===== config.mk =====
export PLATFORM = sky130hd
export DESIGN_NAME = conv_pool_requant_flat
export DESIGN_NICKNAME = d
export VERILOG_FILES = /design/src/rtl/conv_pool_requant_pkg.sv /design/src/rtl/conv_pool_requant_if.sv /design/src/rtl/conv_pool_requant_requant_relu_sat.sv /design/src/rtl/conv_pool_requant.sv /design/src/flat_wrapper.sv
export SDC_FILE = /design/constraint.sdc
export NUM_CORES = 1
export LEC_CHECK = 0
export ABC_AREA = 1
export CAP_MARGIN = 20
export CORE_UTILIZATION = 52
export CTS_CLUSTER_SIZE = 10
export DETAILED_ROUTE_END_ITERATION = 8
export GPL_TIMING_DRIVEN = 1
export PLACE_DENSITY = 0.91
export SLEW_MARGIN = 20
export SYNTH_ARGS = -nofsm -noshare
export SYNTH_HDL_FRONTEND = slang
export SYNTH_SLANG_ARGS = --single-unit

===== constraint.sdc =====
create_clock -name clk -period 5.9 [get_ports clk]
set_input_delay 1.77 -clock clk [delete_from_list [all_inputs] [get_ports clk]]
set_output_delay 1.77 -clock clk [all_outputs]
set_load 0.03 [all_outputs]

===== src/rtl/conv_pool_requant_pkg.sv =====
// Shared types and constants for the conv result post-processing stage.
// Latency: n/a (types only).
// Backpressure: n/a.
package npu_pkg;

    localparam int TILE    = 4;
    localparam int POOL    = 2;
    localparam int OUT_MAX = 255;
    localparam int IN_W    = 16;
    localparam int OUT_W   = 8;
    localparam int BIAS_W  = 16;
    localparam int SHIFT_W = 4;
    localparam int NWIN    = (TILE / POOL) * (TILE / POOL);

    typedef enum logic [1:0] {
        IDLE = 2'd0,
        POST = 2'd1,
        OUT  = 2'd2
    } pool_state_t;

    typedef logic [IN_W-1:0] elem_t;
    // Indexed as tile[row][col].
    typedef elem_t [TILE-1:0][TILE-1:0] tile_t;

    function automatic logic [OUT_W-1:0] max_u8(input logic [OUT_W-1:0] a,
                                                input logic [OUT_W-1:0] b);
        return (a > b) ? a : b;
    endfunction

endpackage


===== src/rtl/conv_pool_requant_if.sv =====
// Tile-in / pooled-byte-out bundle between conv stage, pool stage and tile buffer.
// Latency: n/a (wires only).
// Backpressure: out_valid/out_ready on the output side; in_done is an unconditional pulse.
// Ports: in_done, c, bias, shift flow toward the pool stage; out_valid, out_data,
// out_last flow away from it; out_ready flows back toward it.
interface conv_pool_requant_if;
    import npu_pkg::*;

    logic                      in_done;
    tile_t                     c;
    logic signed [BIAS_W-1:0]  bias;
    logic [SHIFT_W-1:0]        shift;
    logic                      out_valid;
    logic                      out_ready;
    logic [OUT_W-1:0]          out_data;
    logic                      out_last;

    // Controller side: issues tiles and consumes pooled bytes.
    modport master (
        output in_done, c, bias, shift, out_ready,
        input  out_valid, out_data, out_last
    );

    // Pool stage side.
    modport slave (
        input  in_done, c, bias, shift, out_ready,
        output out_valid, out_data, out_last
    );

endinterface


===== src/rtl/conv_pool_requant_requant_relu_sat.sv =====
// Per-element bias add, ReLU, right-shift requantise and saturate to unsigned 8-bit.
// Latency: combinational.
// Backpressure: none.
// Ports: c (unsigned conv result), bias (signed), shift (0..15) -> q (unsigned byte).
module requant_relu_sat
    import npu_pkg::*;
(
    input  logic [IN_W-1:0]          c,
    input  logic signed [BIAS_W-1:0] bias,
    input  logic [SHIFT_W-1:0]       shift,
    output logic [OUT_W-1:0]         q
);

    // 18 bits holds 65535 + 32767 and 0 - 32768 without wrap.
    logic signed [17:0] v;
    logic [16:0]        r;

    always_comb begin
        v = $signed({2'b00, c}) + $signed({{2{bias[BIAS_W-1]}}, bias});
        r = '0;
        if (!v[17]) begin
            r = v[16:0] >> shift;
        end
        q = (r > 17'(OUT_MAX)) ? OUT_W'(OUT_MAX) : r[OUT_W-1:0];
    end

endmodule


===== src/rtl/conv_pool_requant.sv =====
// Requantise a 4x4 conv result tile and 2x2 max-pool it into 4 bytes streamed out in raster order.
// Latency: in_done sampled at edge T -> first out_valid after edge T+5 (capture, 4 window cycles, output load).
// Backpressure: output holds under out_ready low indefinitely; tiles arriving while busy are dropped and flagged.
// Ports: clk, rst_n (async active-low); bus (slave: tile in, pooled byte stream out);
// busy (not idle), overflow (sticky dropped-tile flag), overflow_clr (synchronous clear).
module conv_pool_requant
    import npu_pkg::*;
(
    input  logic                clk,
    input  logic                rst_n,
    conv_pool_requant_if.slave  bus,
    output logic                busy,
    output logic                overflow,
    input  logic                overflow_clr
);

    pool_state_t               state;
    logic [1:0]                win;
    logic [1:0]                idx;
    tile_t                     cap_c;
    logic signed [BIAS_W-1:0]  cap_bias;
    logic [SHIFT_W-1:0]        cap_shift;
    logic [OUT_W-1:0]          res_buf [NWIN];

    logic                      out_valid_r;
    logic [OUT_W-1:0]          out_data_r;
    logic                      out_last_r;

    // Current pool window: top-left corner at row 2*win[1], col 2*win[0].
    logic [1:0] r0, r1, c0, c1;
    elem_t      e [4];
    logic [OUT_W-1:0] q [4];
    logic [OUT_W-1:0] pooled;

    assign r0 = {win[1], 1'b0};
    assign r1 = {win[1], 1'b1};
    assign c0 = {win[0], 1'b0};
    assign c1 = {win[0], 1'b1};

    always_comb begin
        e[0] = cap_c[r0][c0];
        e[1] = cap_c[r0][c1];
        e[2] = cap_c[r1][c0];
        e[3] = cap_c[r1][c1];
    end

    for (genvar g = 0; g < 4; g++) begin : g_rq
        requant_relu_sat u_rq (
            .c     (e[g]),
            .bias  (cap_bias),
            .shift (cap_shift),
            .q     (q[g])
        );
    end

    assign pooled = max_u8(max_u8(q[0], q[1]), max_u8(q[2], q[3]));

    // The final handshake frees the stage in the same cycle, so a tile
    // arriving exactly then is taken rather than counted as an overflow.
    logic final_hs;
    logic accept;

    assign final_hs = (state == OUT) && out_valid_r && bus.out_ready && (idx == 2'd3);
    assign accept   = bus.in_done && ((state == IDLE) || final_hs);

    always_ff @(posedge clk or negedge rst_n) begin
        if (!rst_n) begin
            state       <= IDLE;
            win         <= '0;
            idx         <= '0;
            cap_c       <= '0;
            cap_bias    <= '0;
            cap_shift   <= '0;
            out_valid_r <= 1'b0;
            out_data_r  <= '0;
            out_last_r  <= 1'b0;
            for (int i = 0; i < NWIN; i++) begin
                res_buf[i] <= '0;
            end
        end else begin
            if (accept) begin
                cap_c     <= bus.c;
                cap_bias  <= bus.bias;
                cap_shift <= bus.shift;
            end
            case (state)
                IDLE: begin
                    if (accept) begin
                        state <= POST;
                        win   <= '0;
                    end
                end
                POST: begin
                    res_buf[win] <= pooled;
                    win          <= win + 2'd1;
                    if (win == 2'd3) begin
                        state <= OUT;
                        idx   <= '0;
                    end
                end
                OUT: begin
                    if (!out_valid_r) begin
                        // First cycle in OUT: the buffer is complete, load element 0.
                        out_valid_r <= 1'b1;
                        out_data_r  <= res_buf[0];
                        out_last_r  <= 1'b0;
                    end else if (bus.out_ready) begin
                        if (idx == 2'd3) begin
                            out_valid_r <= 1'b0;
                            out_last_r  <= 1'b0;
                            if (accept) begin
                                state <= POST;
                                win   <= '0;
                            end else begin
                                state <= IDLE;
                            end
                        end else begin
                            idx        <= idx + 2'd1;
                            out_data_r <= res_buf[idx + 2'd1];
                            out_last_r <= (idx == 2'd2);
                        end
                    end
                end
                default: state <= IDLE;
            endcase
        end
    end

    // Set takes priority over clear so a drop in the clear cycle is not lost.
    always_ff @(posedge clk or negedge rst_n) begin
        if (!rst_n) begin
            overflow <= 1'b0;
        end else if (bus.in_done && !accept) begin
            overflow <= 1'b1;
        end else if (overflow_clr) begin
            overflow <= 1'b0;
        end
    end

    assign busy          = (state != IDLE);
    assign bus.out_valid = out_valid_r;
    assign bus.out_data  = out_data_r;
    assign bus.out_last  = out_last_r;

endmodule


===== src/flat_wrapper.sv =====
// flat-port wrapper written by rule: the top's interface ports become plain ports
module conv_pool_requant_flat import npu_pkg::*;
  (clk, rst_n, busy, overflow, overflow_clr, bus_in_done, bus_c, bus_bias, bus_shift, bus_out_ready, bus_out_valid, bus_out_data, bus_out_last);
  conv_pool_requant_if bus_i ();
  input  logic clk;
  input  logic rst_n;
  output logic busy;
  output logic overflow;
  input  logic overflow_clr;
  input wire logic [$bits(bus_i.in_done)-1:0] bus_in_done;
  input wire logic [$bits(bus_i.c)-1:0] bus_c;
  input wire logic [$bits(bus_i.bias)-1:0] bus_bias;
  input wire logic [$bits(bus_i.shift)-1:0] bus_shift;
  input wire logic [$bits(bus_i.out_ready)-1:0] bus_out_ready;
  output wire logic [$bits(bus_i.out_valid)-1:0] bus_out_valid;
  output wire logic [$bits(bus_i.out_data)-1:0] bus_out_data;
  output wire logic [$bits(bus_i.out_last)-1:0] bus_out_last;
  assign bus_i.in_done = bus_in_done;
  assign bus_i.c = bus_c;
  assign bus_i.bias = bus_bias;
  assign bus_i.shift = bus_shift;
  assign bus_i.out_ready = bus_out_ready;
  assign bus_out_valid = bus_i.out_valid;
  assign bus_out_data = bus_i.out_data;
  assign bus_out_last = bus_i.out_last;
  conv_pool_requant u_core (.clk(clk), .rst_n(rst_n), .bus(bus_i), .busy(busy), .overflow(overflow), .overflow_clr(overflow_clr));
endmodule

==> results of run 1 <==
synthesized netlist by cell type, types with 20 or more instances:
cell      instances  area share [%]
xor2_1           20            0.77
nand2_2          31            0.85
o22ai_1          64             1.8
mux2_2          270              13
a21oi_1          71             1.6
nor2_1          198             3.3
dfrtp_1         325              36
nand2_1         784              13
nand4_1          48             1.3
nand3_1         346             7.6
o21ai_0         160             3.5
ha_1             98             5.4
buf_2            21            0.46
inv_1           261             4.3
clkbuf_1         90             1.5
timing repair:
action	CTS
cloned	5
pin swaps	26
endpoints found under the hold margin	0
endpoints found under the setup margin	32
resized for setup	128
setup buffers	25
cells by family after synthesis:
logic type | count (synthesis) | share of synthesized area [%]
XOR/XNOR | 30 | 1.25
buffers and inverters | 413 | 7.08
multiplexers | 275 | 13.5
AO/OA/AOI/OAI | 354 | 8.90
flip-flops | 325 | 35.6
AND/OR/NAND/NOR | 1465 | 27.9
adder cells (fa/ha/maj) | 102 | 5.72
per-layer routing:
metal	GRT usage (%)	overflow
met1	81.5	48
met2	93.5	288
met3	77.8	79
met4	81.3	157
met5	66.5	9
metrics by stage:
step	TNS [ns]	cell area (µm²)	worst slack, ns	hold slack (ns)
after floorplan	0	22900	0.00600	0.444
after global placement	-3.44	28200	-0.122	0.463
after detailed placement	-7.43	28200	-0.258	0.469
after CTS	-6.14	30200	-0.231	0.484
==> run_results.csv, run 1 <==
group,metric,value,unit
yosys,syn_inst,2964,
yosys,syn-num-nets,3347,
place,portBuffers,292,
die,start_util,52.9,%
yosys,yosysUniqueCellTypes,49,
yosys,synth_top_flop_cell,"dfrtp_1",
die,die_h,212,µm
clock_tree,cts-htree-levels,2,
yosys,netlist_area,22900,µm²
global_routing,grt_overflow,581,
clock_tree,cts_made_buffers,40,
die,die_w,212,µm
clock_tree,cts_sinks,325,
yosys,ys_warn_count,0,
global_routing,grt_max_degree,140,
timing,worst-ep-kind,"sequential cell input",
yosys,synth-edff-count,0,
clock_tree,cts_buffer_depth,3,
yosys,async_reset_ff_share,100,%
outcome,error,"[ERROR GRT-0232] Routing congestion too high. Check the congestion heatmap in the GUI.",
clock_tree,cts-root-buf,"clkbuf_16",
place,gp_congestion,1.00,
clock_tree,postCtsHoldBufs,0,
outcome,status,"aborted with a tool error",
yosys,ys_seq_elements,325,
yosys,syn_area_per_cell,7.71,µm²
timing,worst_endpoint,"u_core.res_buf[28]$_DFFE_PN0P_/D",
die,ios,293,
global_routing,globalRouteTotalUtil,83.7,%
place,dpl.hpwl,57700,µm
die,rows,76,
outcome,haltStage,"5_1_grt",
place,place_inst,3975,
yosys,ys_seq_area_share,35.6,%
==> run 2: changes to the inputs <==
--- a/config.mk
+++ b/config.mk
@@ -7,11 +7,10 @@
 export LEC_CHECK = 0
 export ABC_AREA = 1
 export CAP_MARGIN = 20
-export CORE_UTILIZATION = 52
-export CTS_CLUSTER_SIZE = 10
+export CORE_UTILIZATION = 40
 export DETAILED_ROUTE_END_ITERATION = 8
 export GPL_TIMING_DRIVEN = 1
-export PLACE_DENSITY = 0.91
+export PLACE_DENSITY_LB_ADDON = 0.15
 export SLEW_MARGIN = 20
 export SYNTH_ARGS = -nofsm -noshare
 export SYNTH_HDL_FRONTEND = slang
==> constraint.sdc (replaced) <==
create_clock -name clk -period 7.65 [get_ports clk]
set_input_delay 2.295 -clock clk [delete_from_list [all_inputs] [get_ports clk]]
set_output_delay 2.295 -clock clk [all_outputs]
set_load 0.03 [all_outputs]
==> run_results.csv, run 2 <==
group,metric,value,unit
clock_tree,cts_made_buffers,40,
timing,final_min_period_over_clock_period,92.3,%
finish,most-common-layout-cells,"783 x nand2_1, 346 x nand3_1, 321 x dfrtp_1",
clock_tree,cts_tree,"yes",
clock_tree,cts.reportedPaths.clkPinSlew,0.06,ns
yosys,yosys.cell_count.top_type,"nand2_1",
yosys,synth-edff-count,0,
finish,multi_input_area,13100,µm²
drt,post_drt_wl_per_cell,18.5,µm
critical_path,worstSetupStartpoint,"u_core.win[0]",
global_routing,grt_pass1_vias,20831,
drt,routed_wl,73600,µm
global_routing,grt_max_degree,171,
critical_path,crit_path_start_kind,"register",
die,ios,293,
die,design.die.area,58100,µm²
clock_tree,cts-root-buf,"clkbuf_16",
yosys,ys_seq_elements,325,
clock_tree,clkLatencyLatePin,0.57,ns
finish,finalNetCount,3581,
critical_path,arrival,7.52,ns
critical_path,r2r-end,"u_core.res_buf[14]",
yosys,synth_area_leaders,"dfrtp_1 36%, mux2_2 13%, nand2_1 13%, nand3_1 7.6%, ha_1 5.4%",
yosys,synth.largest_area_cell,"dfrtp_1",
finish,area_growth,22.2,%
yosys,ys_warn_count,0,
critical_path,path_class,"register to register",
yosys,syn_inst,2964,
yosys,syn_area_per_cell,7.71,µm²
critical_path,r2r-start,"u_core.win[0]",
critical_path,critPathMaxFanout,58,
finish,finalNonFillerCells,3986,
finish,final_common_cell,"nand2_1",
hold_path,hp-start,"u_core.res_buf[22]",
yosys,ys_seq_area_share,35.6,%
global_routing,grt_first_pass_wirelength,116000,µm
yosys,netlist_area,22900,µm²
die,core-area,56400,µm²
yosys,synth_compound_area_share,8.90,%
clock_tree,cts-htree-levels,2,
place,portBuffers,292,
drt,viasPerCell,5.34,
die,rows,87,
timing,hold_viol,0,
yosys,async_reset_ff_share,100,%
critical_path,worst_path_most_repeated_cell,"nand2_1",
yosys,synthSimpleGateAreaFrac,27.9,%
timing,fmax,142,MHz
yosys,synth_top_flop_cell,"dfrtp_1",
timing,max-slew-margin-rel,30.3,%
yosys,yosys.area.top_type_share,35.6,%
drt,detailedRoute.firstPassIterationCount,5,
yosys,yosysUniqueCellTypes,49,
timing,slew_viol_final,0,
timing,clock_skew,0.0243,ns
critical_path,r2r_cells,45,
outcome,status,"finished clean",
yosys,synth_top_family_by_area,"simple AND/OR/NAND/NOR gates",
yosys,muxShareOfSynthArea,13.5,%
drt,vias,21271,
clock_tree,postCtsHoldBufs,0,
clock_tree,cts_sinks,325,
critical_path,worstPathRequired,8.11,ns
critical_path,end_kind,"register",
die,die_h,241,µm
timing,finalCriticalPeriod,7.06,ns
critical_path,cp_slowest_stage_delay,0.46,ns
hold_path,hold_path_depth,2,
clock_tree,cts_buffer_depth,3,
place,gp_congestion,0.937,
global_routing,globalRouteTotalUtil,25.5,%
timing,worst_pin_slew,1.05,ns
critical_path,slowest_stage,"fa_1",
yosys,syn-num-nets,3347,
timing,setup_viol,0,
hold_path,hold_path_end,"u_core.res_buf[22]",
global_routing,antenna_found_initial,11,
drt,drt_iter0_drc,1474,
place,place_inst,3909,
hold_path,hold_path_class,"register to register",
finish,drive_above_1_share,14.5,%
yosys,synthAdderAreaFrac,5.72,%
yosys,synth-xor-area-share,1.25,%
yosys,synth.top_cells.by_count,"784 x nand2_1, 346 x nand3_1, 325 x dfrtp_1",
critical_path,r2r_slack,0.59,ns
die,die_w,241,µm
die,start_util,40.5,%
finish,reg_top3,"u_core.cap_c: 256 flops, u_core.res_buf: 32 flops, u_core.cap_bias: 16 flops",
finish,regMostFlops,"u_core.cap_c",
finish,fillers,5563,
place,dpl.hpwl,55900,µm
finish,seq_area,8140,µm²
drt,ant_nets,0,
run,drv_cap,0,
finish,largest_reg_flops,256,
global_routing,grt_overflow,0,
drt,drc,0,
[run 2: cell counts after synthesis]
No cell type changed its count.
[run 2: logic make-up (layout without fill, tap and decap cells)]
family | after synthesis | count (layout)
xor+xnor | 30 | 30
fa+ha+maj | 102 | 102
mux | 275 | 275
simple gates | 1465 | 1465
other cells | 0 | 3
flops | 325 | 325
compound gates | 354 | 354
buf+inv | 413 | 676
[run 2: layer usage]
metal / vias up / routed length, µm / share of wire (%) / track usage (%)
met2: 523 / 33000 / 45 / 40.2
met3: 96 / 4190 / 5.7 / 4.67
met1: 10223 / 35000 / 48 / 36.3
li1: 10413 / - / - / -
met4: 16 / 1300 / 1.8 / 5.52
met5: - / 106 / 0.14 / 0
[run 2: worst max-delay path by stage]
stage / endpoint / cells past startpoint / slack (ns)
3_5_place_dp: u_core.res_buf[19] / 45 / 0.24
6_report: u_core.res_buf[14] / 45 / 0.59
3_3_place_gp: u_core.res_buf[11] / 45 / 0.28
5_1_grt: u_core.res_buf[6] / 44 / -0.06
4_1_cts: u_core.res_buf[19] / 45 / 0.17
2_1_floorplan: u_core.res_buf[11] / 45 / 1.22
[run 2: final cells by class]
cell class | instances | area share [%]
Multi-Input combinational cell | 2226 | 47.0
Antenna cell | 3 | 0.0269
Timing Repair Buffer | 329 | 11.9
Sequential cell | 325 | 29.1
Clock inverter | 16 | 0.739
Inverter | 276 | 3.74
Clock buffer | 55 | 4.07
Tap cell | 756 | 3.39
[run 2: what timing repair did]
action | 4_1_cts | 5_1_grt
gates resized for setup | 0 | 14
setup buffers | 0 | 3
setup endpoints to repair | 0 | 32
[run 2: worst max-delay path, delay by kind of cell (launching register included)]
family | cells | cell delay (ns)
compound gates | 9 | 1.56
fa+ha+maj | 4 | 1.17
flops | 1 | 0.42
buf+inv | 7 | 1.13
simple gates | 25 | 2.60
[run 2: metrics by stage]
stage | hold WS (ns) | utilization, % | cell area [µm²] | setup TNS [ns] | setup slack (ns)
2_1_floorplan | 0.444 | - | 22900 | 0 | 1.22
3_3_place_gp | 0.465 | 47.0 | 26500 | 0 | 0.285
3_5_place_dp | 0.467 | 47.0 | 26500 | 0 | 0.241
4_1_cts | 0.481 | 49.4 | 27800 | 0 | 0.172
5_1_grt | 0.505 | 49.5 | 27900 | -0.900 | -0.0571
6_report | 0.480 | 49.5 | 27900 | 0 | 0.593
Power of run 2 is not shown: default switching activity piles up to over one toggle a cycle in this logic, so the estimate is an artifact.
